`config.mk`:
```
export PLATFORM = sky130hd
export DESIGN_NAME = inv_chain_monitor
export DESIGN_NICKNAME = d
export VERILOG_FILES = /design/src/rtl/inv_chain_monitor.sv
export SDC_FILE = /design/constraint.sdc
export NUM_CORES = 1
export LEC_CHECK = 0
export CORE_ASPECT_RATIO = 1.25
export CORE_MARGIN = 2
export CORE_UTILIZATION = 45
export CTS_CLUSTER_SIZE = 10
export DETAILED_ROUTE_END_ITERATION = 10
export PLACE_DENSITY_LB_ADDON = 0.2
export SLEW_MARGIN = 20
export SYNTH_ARGS = -nofsm -noshare
export SYNTH_HDL_FRONTEND = slang
export SYNTH_SLANG_ARGS = --single-unit
```
`constraint.sdc`:
```
create_clock -name clk -period 2 [get_ports clk]
set_clock_uncertainty 0.2 [all_clocks]
set_input_delay 0.4 -clock clk [delete_from_list [all_inputs] [get_ports clk]]
set_output_delay 0.4 -clock clk [all_outputs]
set_load 0.05 [all_outputs]
```
`src/rtl/inv_chain_monitor.sv`:
```
// Clocked checker for the prsim inverter chain: synchronizes the chain input and taps,
// checks tap polarity, measures input-edge to full-chain-match latency and counts faults.
module inv_chain_monitor #(
  parameter int NTAPS         = 5,
  parameter int SETTLE_CYCLES = 8,
  parameter int CNT_W         = 16,
  parameter int LAT_W         = 8
) (
  input  logic             clk,
  input  logic             reset,
  input  logic             enable,
  input  logic             chain_in,
  input  logic [NTAPS-1:0] taps,
  output logic             meas_valid,
  output logic [LAT_W-1:0] last_lat,
  output logic [LAT_W-1:0] max_lat,
  output logic [CNT_W-1:0] edge_cnt,
  output logic [CNT_W-1:0] err_cnt,
  output logic             err
);

  typedef enum logic [1:0] {IDLE, ARMED, MEASURE} state_t;

  localparam logic [LAT_W-1:0] SETTLE_LAT = LAT_W'(SETTLE_CYCLES);
  localparam logic [LAT_W-1:0] LAT_ONE    = LAT_W'(1);

  state_t           state;
  logic             s1_in, s_in, prev_in;
  logic [NTAPS-1:0] s1_taps, s_taps, exp_taps;
  logic [LAT_W-1:0] lat;
  logic             match;

  function automatic logic [CNT_W-1:0] sat_inc(input logic [CNT_W-1:0] v);
    return (v == '1) ? v : v + CNT_W'(1);
  endfunction

  // Even taps sit after an odd number of inverters, so they carry the inverted input.
  always_comb begin
    exp_taps = '0;
    for (int unsigned k = 0; k < NTAPS; k++)
      exp_taps[k] = (k % 2 == 0) ? ~s_in : s_in;
  end

  assign match = (s_taps == exp_taps);

  always_ff @(posedge clk) begin
    if (reset) begin
      s1_in      <= 1'b0;
      s_in       <= 1'b0;
      s1_taps    <= '0;
      s_taps     <= '0;
      prev_in    <= 1'b0;
      lat        <= '0;
      state      <= IDLE;
      meas_valid <= 1'b0;
      last_lat   <= '0;
      max_lat    <= '0;
      edge_cnt   <= '0;
      err_cnt    <= '0;
      err        <= 1'b0;
    end else begin
      s1_in      <= chain_in;
      s_in       <= s1_in;
      s1_taps    <= taps;
      s_taps     <= s1_taps;
      meas_valid <= 1'b0;
      if (!enable) begin
        state <= IDLE;
      end else begin
        case (state)
          IDLE: begin
            prev_in <= s_in;
            state   <= ARMED;
          end
          ARMED: begin
            if (s_in != prev_in) begin
              prev_in <= s_in;
              lat     <= LAT_ONE;
              state   <= MEASURE;
            end else if (!match) begin
              err_cnt <= sat_inc(err_cnt);
              err     <= 1'b1;
            end
          end
          MEASURE: begin
            if (s_in != prev_in) begin
              prev_in <= s_in;
              lat     <= LAT_ONE;
              err_cnt <= sat_inc(err_cnt);
              err     <= 1'b1;
            end else if (match) begin
              last_lat   <= lat;
              if (lat > max_lat) max_lat <= lat;
              edge_cnt   <= sat_inc(edge_cnt);
              meas_valid <= 1'b1;
              state      <= ARMED;
            end else if (lat == SETTLE_LAT) begin
              err_cnt <= sat_inc(err_cnt);
              err     <= 1'b1;
              state   <= ARMED;
            end else begin
              lat <= lat + LAT_ONE;
            end
          end
          default: state <= IDLE;
        endcase
      end
    end
  end

endmodule

```
==> out/results.ini <==
[cells_and_area]
syn_to_final_growth_pct = 50.0
fin_nets = 523
layoutNonFillerInstCount = 596
fill_cells = 570
antenna_cells = 0
regArea_um2 = 1550
multi_input_area_um2 = 2080
drive_gt1_share_pct = 43.8
utilization_pct = 69.1
final_common_cell = buf_4
layout_common_cells = buf_4 (109), nor2_1 (63), dfxtp_1 (37), nand2_1 (21), dfxtp_2 (20)

[synth]
synth-simple-area-share_pct = 25.3
ys.warnings.count = 0
synth_compound_area_share_pct = 7.24
ys_ff_latch = 73
synth_edf_count = 0
synthArstFlopShare_pct = 0
synth_fa_ha_area_share_pct = 5.57
synthCells = 374
syn_area_um2 = 3370
yosysUniqueCellTypes = 47
synth.avg_cell_area_um2 = 9.01
seq_area_frac_synth_pct = 43.4
muxShareOfSynthArea_pct = 5.68
synth_nets = 398
yosys_most_used_dff = dfxtp_1
synth_top_family_by_area = simple AND/OR/NAND/NOR gates
synth-xor-area-share_pct = 8.84

[route]
drtIter0Drc = 131
wl_mm = 8.13
drc = 0
viasPerCell = 5.18
post_drt_wl_per_cell_um = 13.6
dr.pass1.iters = 6
drtAntennaViolNets = 0
dr_total_vias = 3085

[global_routing]
grt_pass1_vias = 2967
grt_use_total_pct = 20.9
grt_pass1_wl_mm = 13.3
grt_max_degree = 27
antenna_found_initial = 0
gr-total-overflow = 0

[hold_path]
hp-class = reg2reg
worstHoldStart = s1_taps[1]

[critical_path]
start_kind = flop
critPathKind = reg2reg
critPathMaxFanout = 8
slowest_delay_ns = 0.37
r2r-start = lat[1]
crit_chain = inv_2 > ha_4 > nor4b_4 > a311o_2 > a22oi_2 > buf_6 > nor2_4 > nand3_2 > mux2_4
cp_slowest_cell = a311o_2
critical_path.top_delay_family = compound AO/OA/AOI/OAI gates
worstSetupStartpoint = lat[1]
end_kind = flop
critPathBufInv = 2
worstPathRequired_ns = 2.04
critPathArrivalTime_ns = 2.25

[cts]
cts_htree_levels = 3
clk_pin_slew_ns = 0.08
cts_tree = yes
cts_buffers = 9
clock_path_buffers = 2
clk_latency_ns = 0.35
cts-root-buf = clkbuf_8
clock_sinks = 73

[floorplanning]
fp.dieH_um = 101
dieWidth_um = 81.4
ios = 59
num_rows = 35
start_util_pct = 46.1
dieArea_um2 = 8200
core_um2 = 7310

[sta]
tightest_slew_ns = 0.520
period_minus_slack_ns = 2.21
tns_ns = -2.43
fmax_mhz = 453
final.setup.worst_slack_ns = -0.207
drv_slew = 0
period_share_pct = 110
fin_hold_ws_ns = 0.236
setup_violations = 26
rsz0062_at_grt = yes
max_slew_margin_pct = 65.3
finalHoldViolations = 0

[place]
dp_hpwl_mm = 5.56
place.gp.congestion = 0.831
portBuffers = 58
dp_cells = 568

[job]
maxCapViolations = 0

[pwr]
peakVddDrop_mv = 0.465
p_leak_uw = 0.00210
p_per_area_nw_per_um2 = 539

[run_status]
run_status = finished, violations left
failed_checks = setup timing

-- layer usage --
layer	up-vias	GRT usage (%)	routed length, µm
li1	1529	-	-
met4	0	10.4	247
met1	1453	24.0	3310
met2	80	36.3	4230
met5	-	0	0
met3	23	4.30	336
-- flip-flops by register name (all words and copies together), names as in the netlist, 2 cells and up --
signal and count:
s1_taps 5, max_lat 8, lat 8, state 2, edge_cnt 16, s_taps 5, last_lat 8, err_cnt 16
-- cell usage after synthesis, types with 3 or more instances --
| library cell | instances | area (µm²) |
|---|---|---|
| nand4_1 | 16 | 100 |
| a21o_1 | 3 | 22.5 |
| clkbuf_1 | 10 | 37.5 |
| inv_1 | 20 | 75.1 |
| nor3_1 | 11 | 55.1 |
| nand2_1 | 23 | 86.3 |
| nor4_1 | 4 | 25.0 |
| mux2i_1 | 18 | 180 |
| ha_1 | 15 | 188 |
| a21oi_1 | 10 | 50.1 |
| xor2_1 | 18 | 158 |
| nor2b_1 | 16 | 100 |
| and3_1 | 4 | 25.0 |
| nand3_1 | 15 | 75.1 |
| dfxtp_1 | 73 | 1460 |
| xnor2_1 | 16 | 140 |
| nor2_1 | 66 | 248 |
-- path summary, 6_finish.rpt --
check,slack (ns),cells past startpoint,endpoint
max,-0.21,9,err_cnt[11]
min,0.24,1,s_taps[1]
max reg2reg,-0.21,9,err_cnt[11]
min reg2reg,0.24,1,s_taps[1]
-- kinds of logic after synthesis --
family / Yosys count
adder cells (fa/ha/maj): 15
AND/OR/NAND/NOR: 169
buffers and inverters: 33
flip-flops: 73
multiplexers: 19
XOR/XNOR: 34
AO/OA/AOI/OAI: 31
-- per-stage QoR --
step	power, µW	area, µm²	setup slack, ns
floorplan	1570	3570	-0.0768
global placement	1630	4520	-0.357
detailed placement	1640	4520	-0.431
CTS	2740	4900	-0.177
global route	2830	5050	-0.281
finish	2720	5050	-0.207
-- final cells by class --
class	instances	area share [%]
Clock buffer	12	3.29
Clock inverter	4	0.495
Inverter	20	1.54
Multi-Input combinational cell	268	41.1
Sequential cell	73	30.6
Tap cell	92	2.28
Timing Repair Buffer	127	20.7
-- report_power, final --
group	total (µW)	switching, µW	internal, µW
clock network	1100	545	556
logic	165	91.8	73.2
registers	1460	8.84	1450
total	2720	646	2080
-- timing repair --
action / in CTS / in global routing
pin swaps: 12 / 23
setup endpoints to repair: 37 / 58
hold buffers: 0 / 0
buffers inserted: 8 / 4
gates resized for setup: 27 / 23
gates cloned: 0 / 1
(Power assumes the default switching activity.)
